## config.mk

```make
export PLATFORM = sky130hd
export DESIGN_NAME = torus_xbar_sw
export DESIGN_NICKNAME = d
export VERILOG_FILES = /design/src/rtl/torus_pkg.sv /design/src/rtl/torus_rr_arb.sv /design/src/rtl/torus_xbar_sw.sv
export SDC_FILE = /design/constraint.sdc
export NUM_CORES = 1
export LEC_CHECK = 0
export CAP_MARGIN = 20
export CORE_ASPECT_RATIO = 0.75
export CORE_MARGIN = 4
export CORE_UTILIZATION = 49
export DETAILED_ROUTE_END_ITERATION = 7
export GPL_TIMING_DRIVEN = 1
export PLACE_DENSITY_LB_ADDON = 0.2
export SYNTH_ARGS = -nofsm -noshare
export SYNTH_HDL_FRONTEND = slang
export SYNTH_HIERARCHICAL = 1
export SYNTH_SLANG_ARGS = --single-unit
```

## constraint.sdc

```tcl
create_clock -name clk -period 5.6 [get_ports clk]
set_clock_uncertainty 0.05 [all_clocks]
set_input_delay 1.12 -clock clk [delete_from_list [all_inputs] [get_ports clk]]
set_output_delay 1.12 -clock clk [all_outputs]
set_load 0.03 [all_outputs]
```

## src/rtl/torus_pkg.sv

```systemverilog
// torus_pkg: shared types, default widths and the dimension-ordered route decode for the torus switch
package torus_pkg;

    localparam int COORD_W_DEF   = 3;
    localparam int PAYLOAD_W_DEF = 32;

    typedef enum logic [1:0] {PORT_N, PORT_W, PORT_PI} in_port_e;
    typedef enum logic [1:0] {OUT_E, OUT_S, OUT_PO} out_port_e;

    // X is resolved first, then Y; a packet already at its coordinates is ejected
    function automatic out_port_e route(input logic [7:0] dst_x, input logic [7:0] dst_y,
                                        input logic [7:0] my_x, input logic [7:0] my_y);
        return (dst_x != my_x) ? OUT_E : (dst_y != my_y) ? OUT_S : OUT_PO;
    endfunction

endpackage

```

## src/rtl/torus_rr_arb.sv

```systemverilog
// torus_rr_arb: N-way round-robin arbiter, one-hot grant gated by output-free enable
module torus_rr_arb #(
    parameter int N = 3
) (
    input  logic         clk,
    input  logic         rst,
    input  logic [N-1:0] req,
    input  logic         en,
    output logic [N-1:0] gnt
);

    localparam int PW = (N > 1) ? $clog2(N) : 1;

    logic [PW-1:0] ptr;
    logic [PW-1:0] nxt;

    // search starts at the pointer; the first requester found wins and sets the next pointer
    always_comb begin
        gnt = '0;
        nxt = ptr;
        for (int i = 0; i < N; i++) begin
            if (en && gnt == '0 && req[PW'((int'(ptr) + i) % N)]) begin
                gnt[PW'((int'(ptr) + i) % N)] = 1'b1;
                nxt = PW'((int'(ptr) + i + 1) % N);
            end
        end
    end

    // pointer only moves when something is granted
    always_ff @(posedge clk or posedge rst) begin
        if (rst)
            ptr <= '0;
        else if (|gnt)
            ptr <= nxt;
    end

endmodule

```

## src/rtl/torus_xbar_sw.sv

```systemverilog
// torus_xbar_sw: registered 3x3 torus node switch (N/W/PI in, E/S/PO out); optional stall counters under TORUS_XBAR_STATS_EN
module torus_xbar_sw
    import torus_pkg::*;
#(
    parameter  int COORD_W   = COORD_W_DEF,
    parameter  int PAYLOAD_W = PAYLOAD_W_DEF,
    parameter  int MY_X      = 0,
    parameter  int MY_Y      = 0,
    localparam int PKT_W     = 2 * COORD_W + PAYLOAD_W
) (
    input  logic             clk,
    input  logic             rst,
`ifdef TORUS_XBAR_STATS_EN
    input  logic             stats_clr,
    output logic [15:0]      stall_e,
    output logic [15:0]      stall_s,
    output logic [15:0]      stall_po,
`endif
    input  logic             n_valid,
    input  logic [PKT_W-1:0] n_data,
    output logic             n_ready,
    input  logic             w_valid,
    input  logic [PKT_W-1:0] w_data,
    output logic             w_ready,
    input  logic             pi_valid,
    input  logic [PKT_W-1:0] pi_data,
    output logic             pi_ready,
    output logic             s_valid,
    output logic [PKT_W-1:0] s_data,
    input  logic             s_ready,
    output logic             e_valid,
    output logic [PKT_W-1:0] e_data,
    input  logic             e_ready,
    output logic             po_valid,
    output logic [PKT_W-1:0] po_data,
    input  logic             po_ready
);

    logic             in_valid [3];
    logic [PKT_W-1:0] in_data  [3];
    out_port_e        dst      [3];
    logic             o_valid  [3];
    logic [PKT_W-1:0] o_data   [3];
    logic             o_ready  [3];
    logic [2:0]       req      [3];
    logic [2:0]       gnt      [3];
    logic [PKT_W-1:0] nxt_data [3];

    assign in_valid[PORT_N]  = n_valid;
    assign in_valid[PORT_W]  = w_valid;
    assign in_valid[PORT_PI] = pi_valid;
    assign in_data[PORT_N]   = n_data;
    assign in_data[PORT_W]   = w_data;
    assign in_data[PORT_PI]  = pi_data;
    assign o_ready[OUT_E]    = e_ready;
    assign o_ready[OUT_S]    = s_ready;
    assign o_ready[OUT_PO]   = po_ready;

    assign e_valid  = o_valid[OUT_E];
    assign e_data   = o_data[OUT_E];
    assign s_valid  = o_valid[OUT_S];
    assign s_data   = o_data[OUT_S];
    assign po_valid = o_valid[OUT_PO];
    assign po_data  = o_data[OUT_PO];

    assign n_ready  = gnt[OUT_E][PORT_N]  | gnt[OUT_S][PORT_N]  | gnt[OUT_PO][PORT_N];
    assign w_ready  = gnt[OUT_E][PORT_W]  | gnt[OUT_S][PORT_W]  | gnt[OUT_PO][PORT_W];
    assign pi_ready = gnt[OUT_E][PORT_PI] | gnt[OUT_S][PORT_PI] | gnt[OUT_PO][PORT_PI];

    for (genvar i = 0; i < 3; i++) begin : g_route
        assign dst[i] = route(8'(in_data[i][PKT_W-1 -: COORD_W]),
                              8'(in_data[i][PKT_W-COORD_W-1 -: COORD_W]),
                              8'(MY_X), 8'(MY_Y));
    end

    for (genvar o = 0; o < 3; o++) begin : g_out
        for (genvar i = 0; i < 3; i++) begin : g_req
            assign req[o][i] = in_valid[i] && dst[i] == out_port_e'(o);
        end

        torus_rr_arb #(.N(3)) u_arb (
            .clk (clk),
            .rst (rst),
            .req (req[o]),
            .en  (!o_valid[o] || o_ready[o]),
            .gnt (gnt[o])
        );

        assign nxt_data[o] = gnt[o][0] ? in_data[0] : gnt[o][1] ? in_data[1] : in_data[2];

        // a grant always (re)loads the slot; a drain without a grant empties it
        always_ff @(posedge clk or posedge rst) begin
            if (rst) begin
                o_valid[o] <= 1'b0;
                o_data[o]  <= '0;
            end else if (|gnt[o]) begin
                o_valid[o] <= 1'b1;
                o_data[o]  <= nxt_data[o];
            end else if (o_ready[o]) begin
                o_valid[o] <= 1'b0;
            end
        end
    end

`ifdef TORUS_XBAR_STATS_EN
    logic [15:0] stall [3];

    for (genvar o = 0; o < 3; o++) begin : g_stats
        // count cycles where traffic wants this output but none is granted; clear wins
        always_ff @(posedge clk or posedge rst) begin
            if (rst)
                stall[o] <= '0;
            else if (stats_clr)
                stall[o] <= '0;
            else if (|req[o] && !(|gnt[o]) && stall[o] != 16'hFFFF)
                stall[o] <= stall[o] + 16'd1;
        end
    end

    assign stall_e  = stall[OUT_E];
    assign stall_s  = stall[OUT_S];
    assign stall_po = stall[OUT_PO];
`endif

endmodule

```

==> flow_summary.toml, run 1 <==
[final_layout]
nFillCells = 1275
n_antenna_cell = 0
final_util = 0.686
nets = 1098
ff_latch_area_mm2 = 0.00308
multi_input_area_mm2 = 0.00444
final_cells = 1186
syn_to_final_growth_pct = 35.2
drive_gt1_frac = 0.117

[yosys]
avgSynthCellArea_um2 = 10.9
yosysSeqAreaShare = 0.374
ys_warn_count = 6
ys_ff_latch = 123
synth_nets = 886
synth_cell_types = 47
synthCells = 752
syn_area_mm2 = 0.00823

[drt]
routed_wl_um = 26800
dr_total_vias = 7192
first_iter_violations = 571
post_drt_wl_per_cell_um = 22.6
drc = 0
viasPerCell = 6.06
first_pass_iters = 5
antenna_left = 0

[clock_tree]
ctsResizeCount = 0
cts_buffer_depth = 2
path_clk_slew_ps = 60
hold_buffers = 0
htree_levels = 4
clock_latency_ps = 410
cts_sinks = 123
post_cts_buffers = 0
cts_tree = "done"
numCtsBuffers = 17
cts_root_buffer = "clkbuf_16"

[outcome]
status = "complete, no violations"

[floorplan]
die-area_mm2 = 0.0190
die_h_um = 120
rows = 40
pin_count = 242
dieWidth_um = 158
core-area_mm2 = 0.0162
start_util = 0.507

[worst_setup_path]
crit_arrival_ps = 3800
worst_r2r_path_depth = 11
path_class = "in -> out"
critPathLaunchType = "primary input"
endpoint_kind = "primary output"
worstReg2RegStart = "g_out[2].u_arb/ptr[0]"
crit_required_ps = 4430
timing.rr.end = "po_data[24]"
ff2ff_setup_slack_ps = 2140
setup.worst_path.start = "w_data[32]"
crit_path_max_fanout = 4

[pwr]
p_total_uw = 7910
p_leak_uw = 0.00411
power_density_mw_per_mm2 = 711
ir_worst_vdd_mv = 0.696

[sta]
rsz0062_at_grt = "false"
fmax_mhz = 201
worst_slew_pin_slew_ps = 993
slew_headroom = 0.338
fin_crit_sh = 0.887
tns_ps = 0
setup_viol = 0
min_period_ps = 4970
hold_viol = 0
fin_ws_ps = 630
drv_slew = 0

[grt]
grt_pass1_vias = 7135
globalRoute.totalOverflow = 0
grt_max_degree = 78
grt_pass1_wl_um = 41000
antenna_found_initial = 0
groute.usage.overall = 0.276

[placed_design]
gp_congestion = 0.940
port_buffers = 241
dp_hpwl_um = 17300
dp.cells = 1155
post-place-ws_ps = 685

[min_path]
hold_path_class = "reg -> reg"
whs_path_depth = 2
holdPathEnd = "po_data[35]"
min_from = "po_data[35]"

[flow_run]
maxCapViolCount = 0
==> synthesized netlist by cell type, drive strengths merged <==
library cell  count  area, um2
and2              5       33.8
and3b             4       35.0
a32oi             1       8.76
mux2              3       37.5
a21o              5       37.5
a211oi           42        365
nand2            11       46.3
nand3             5       25.0
ha               12        150
mux2i           119       1190
clkbuf           11       41.3
nand2b            7       43.8
o22ai             4       25.0
inv              54        203
or4b              2       27.5
buf              55        532
a221oi           72        837
and3              6       37.5
nand4             3       18.8
a31o              4       35.0
nor3b           114        856
a31oi             1       6.26
or3               3       18.8
o31a              4       36.3
o21ai             8       40.0
o211ai            2       15.0
nor2              4       17.5
nand3b            5       37.5
nor2b            48        300
nor3             10       50.1
nand4b            3       26.3
o21bai            2       15.0
dfrtp           123       3080
==> where the power goes <==
group / leakage (uW) / internal [uW] / switching [uW]
Sequential: 0.00135 / 1390 / 297
Clock: 0.000296 / 743 / 398
Combinational: 0.00246 / 2090 / 2990
Total: 0.00411 / 4220 / 3690
==> state kept, by name, summed over array words and instances, names as in the netlist <==
| signal | count |
|---|---|
| po_valid | 1 |
| s_valid | 1 |
| po_data | 38 |
| g_out.u_arb/ptr | 6 |
| e_data | 38 |
| e_valid | 1 |
| s_data | 38 |
==> area by class of cell <==
cell class | instances | share of cell area
Multi-Input combinational cell | 509 | 0.399
Sequential cell | 123 | 0.277
Timing Repair Buffer | 259 | 0.228
Clock buffer | 24 | 0.0442
Tap cell | 210 | 0.0236
Inverter | 54 | 0.0184
Clock inverter | 7 | 0.0101
==> metrics by stage <==
| stage | instance area (um2) | hold slack [ps] |
|---|---|---|
| 2_1_floorplan | 8230 | 527 |
| 3_3_place_gp | 10500 | 560 |
| 3_5_place_dp | 10500 | 568 |
| 4_1_cts | 11100 | 577 |
| 5_1_grt | 11100 | 591 |
| 6_report | 11100 | 579 |
==> worst max-delay path by stage <==
stage,endpoint,cells after the start
3_3_place_gp,w_ready,10
6_report,w_ready,10
3_5_place_dp,w_ready,10
4_1_cts,w_ready,10
5_1_grt,w_ready,10
2_1_floorplan,n_ready,9
==> worst max-delay path, cell delays in order <==
cell             delay, ps
clkdlybuf4s50_1        480
nor3_1                 350
and3_1                 270
inv_1                   50
o21ai_0                280
nand3_1                140
mux2_2                 350
a21o_1                 180
or3_1                  400
buf_4                  190
==> placed cells by master, fill, tap and decap left out, drive strengths merged, types with 3 or more instances in the layout <==
| cell | count |
|---|---|
| nand3 | 5 |
| a31o | 4 |
| buf | 20 |
| or3 | 3 |
| inv | 54 |
| nand2b | 7 |
| nor2 | 4 |
| nand3b | 5 |
| and3b | 4 |
| and3 | 6 |
| nand2 | 11 |
| nor3b | 114 |
| clkdlybuf4s50 | 239 |
| clkinv | 3 |
| a211oi | 42 |
| mux2 | 3 |
| clkbuf | 24 |
| a221oi | 72 |
| nand4b | 3 |
| o22ai | 4 |
| and2 | 5 |
| o21ai | 8 |
| mux2i | 119 |
| nor2b | 48 |
| nor3 | 10 |
| bufinv | 3 |
| o31a | 4 |
| ha | 12 |
| dfrtp | 123 |
| nand4 | 3 |
| a21o | 5 |
==> cells by family after synthesis <==
kind of cell | after synthesis | synth area share
flip-flops | 123 | 0.374
buffers and inverters | 120 | 0.0943
adder cells (fa/ha/maj) | 12 | 0.0182
multiplexers | 122 | 0.149
AND/OR/NAND/NOR | 230 | 0.191
AO/OA/AOI/OAI | 145 | 0.173
==> metal layers <==
layer / vias to the layer above / wire, um / GRT usage
li1: 3237 / - / -
met1: 3541 / 12300 / 0.409
met2: 383 / 11500 / 0.401
met3: 31 / 2660 / 0.0766
met4: 0 / 308 / 0.0656
met5: - / 0 / 0
Power figures use the tool's default switching activity.
==> run 2: changes to the inputs <==
- ABC_CLOCK_PERIOD_IN_PS: unset -> 5600
- CTS_CLUSTER_DIAMETER: unset -> 150
==> results of run 2 <==
Same layout as run 1: the final DEF is identical, and so are final timing and power.
==> run 3: changes to the inputs <==
- CORE_UTILIZATION: 49 -> 57
- DONT_BUFFER_PORTS: unset -> 1
- GPL_TIMING_DRIVEN: 1 -> unset
==> run 3 against run 2 <==
  * Die area is 13% lower
  * Sequential cell count stayed put
  * Core utilization is 6.2 points lower
  * Critical path type unchanged
  * Critical path depth is 2 lower
  * Combinational power is 37% lower
  * Non-clock buffer count is 245 lower
  * Power is 13% lower
  * Via count is 12% lower
  * First-iteration DRC count is 13% lower
==> flow_summary.toml, run 3 (synthesis results as in run 1) <==
[outcome]
status = "complete, no violations"

[final_layout]
final_common_cell = "dfrtp_1"
layout_common_cells = "dfrtp_1 (123), mux2i_1 (119), nor3b_1 (114), inv_1 (50), nor2b_1 (48)"
nets = 853
syn_to_final_growth_pct = 5.64
n_antenna_cell = 0
drive_gt1_frac = 0.148

[grt]
antenna_found_initial = 0
grt_pass1_wl_um = 38200
globalRoute.totalOverflow = 0
grt_max_degree = 86
grt_pass1_vias = 6669
groute.usage.overall = 0.291

[drt]
first_pass_iters = 5
drc = 0
post_drt_wl_per_cell_um = 25.8
antenna_left = 0
viasPerCell = 6.81
first_iter_violations = 499
dr_total_vias = 6299
routed_wl_um = 23900

[clock_tree]
numCtsBuffers = 17
cts_sinks = 123
cts_buffer_depth = 2
cts_tree = "done"
ctsResizeCount = 0
path_clk_slew_ps = 50
post_cts_buffers = 0
clock_latency_ps = 410
htree_levels = 4
hold_buffers = 0
cts_root_buffer = "clkbuf_16"

[worst_setup_path]
slowest_delay_ps = 540
crit_arrival_ps = 3210
critPathLaunchType = "primary input"
path_delay_family = "simple AND/OR/NAND/NOR gates"
crit_chain = "nor3_1, and3_1, inv_1, o21ai_0, nand3_1, mux2_2, a21o_1, or3_1"
crit_buf_inv = 1
crit_path_max_fanout = 4
crit_required_ps = 4430
endpoint_kind = "primary output"
path_class = "in -> out"
crit_slowest_cell = "or3_1"

[sta]
fmax_mhz = 228
hold_viol = 0
slew_headroom = 0.305
rsz0062_at_grt = "false"
tns_ps = 0
fin_crit_sh = 0.782
setup_viol = 0
min_period_ps = 4380
drv_slew = 0
worst_slew_pin_slew_ps = 1040

[placed_design]
port_buffers = 0
gp_congestion = 0.963
dp_hpwl_um = 15400

[flow_run]
maxCapViolCount = 0

[min_path]
hold_path_class = "in -> async"

[floorplan]
start_util = 0.590
die_h_um = 112
die-area_mm2 = 0.0164
core-area_mm2 = 0.0139
rows = 37
pin_count = 242
dieWidth_um = 147

[pwr]
ir_worst_vdd_mv = 0.529
power_density_mw_per_mm2 = 792
p_total_uw = 6890
p_leak_uw = 0.00314
==> run 3: cell types whose count changed in the layout (fill, tap and decap cells not counted), sizes merged <==
cell,previous run,this run
clkbuf,24,22
buf,20,14
clkdlybuf4s50,239,0
clkinv,3,4
==> run 3: final timing paths <==
check                                       from                     to  slack [ps]  depth (start not counted)
max reg2reg                g_out[0].u_arb/ptr[0]             e_data[19]        2020                         11
max                                   w_data[34]                w_ready        1220                          8
min reg2reg                g_out[0].u_arb/ptr[0]  g_out[0].u_arb/ptr[0]         620                          2
max in group asynchronous                    rst             e_data[24]        4120                          2
min in group clk           g_out[0].u_arb/ptr[0]  g_out[0].u_arb/ptr[0]         620                          2
min                                          rst  g_out[1].u_arb/ptr[0]         390                          1
==> run 3: routing by layer <==
metal | vias up | track usage | share of wire
met2 | 327 | 0.461 | 0.47
li1 | 2753 | - | -
met1 | 3193 | 0.374 | 0.41
met5 | - | 0 | 0
met4 | 0 | 0.102 | 0.013
met3 | 26 | 0.100 | 0.11
==> run 3: report_power, final <==
| part | total [uW] | internal [uW] | switching, uW |
|---|---|---|---|
| clock network | 1120 | 727 | 389 |
| registers | 2570 | 1370 | 1200 |
| logic | 3200 | 1300 | 1900 |
==> run 3: final cells by class <==
type	instances	area (um2)
multi-input cells	509	4440
well taps	195	244
repair buffers	14	138
clock inverters	8	118
clock buffers	22	474
inverters	54	205
fillers	1121	5240
flip-flops and latches	123	3080
==> run 3: metrics by stage <==
step / cells / setup slack, ps / hold slack (ps) / cell area (um2) / utilization
after floorplan: 752 / 1270 / 527 / 8230 / -
after global placement: 893 / 1230 / 569 / 8050 / 0.578
after detailed placement: 894 / 1270 / 613 / 8070 / 0.579
after CTS: 924 / 1270 / 370 / 8660 / 0.622
after global routing: 925 / 1120 / 373 / 8690 / 0.624
final: 925 / 1220 / 393 / 8690 / 0.624
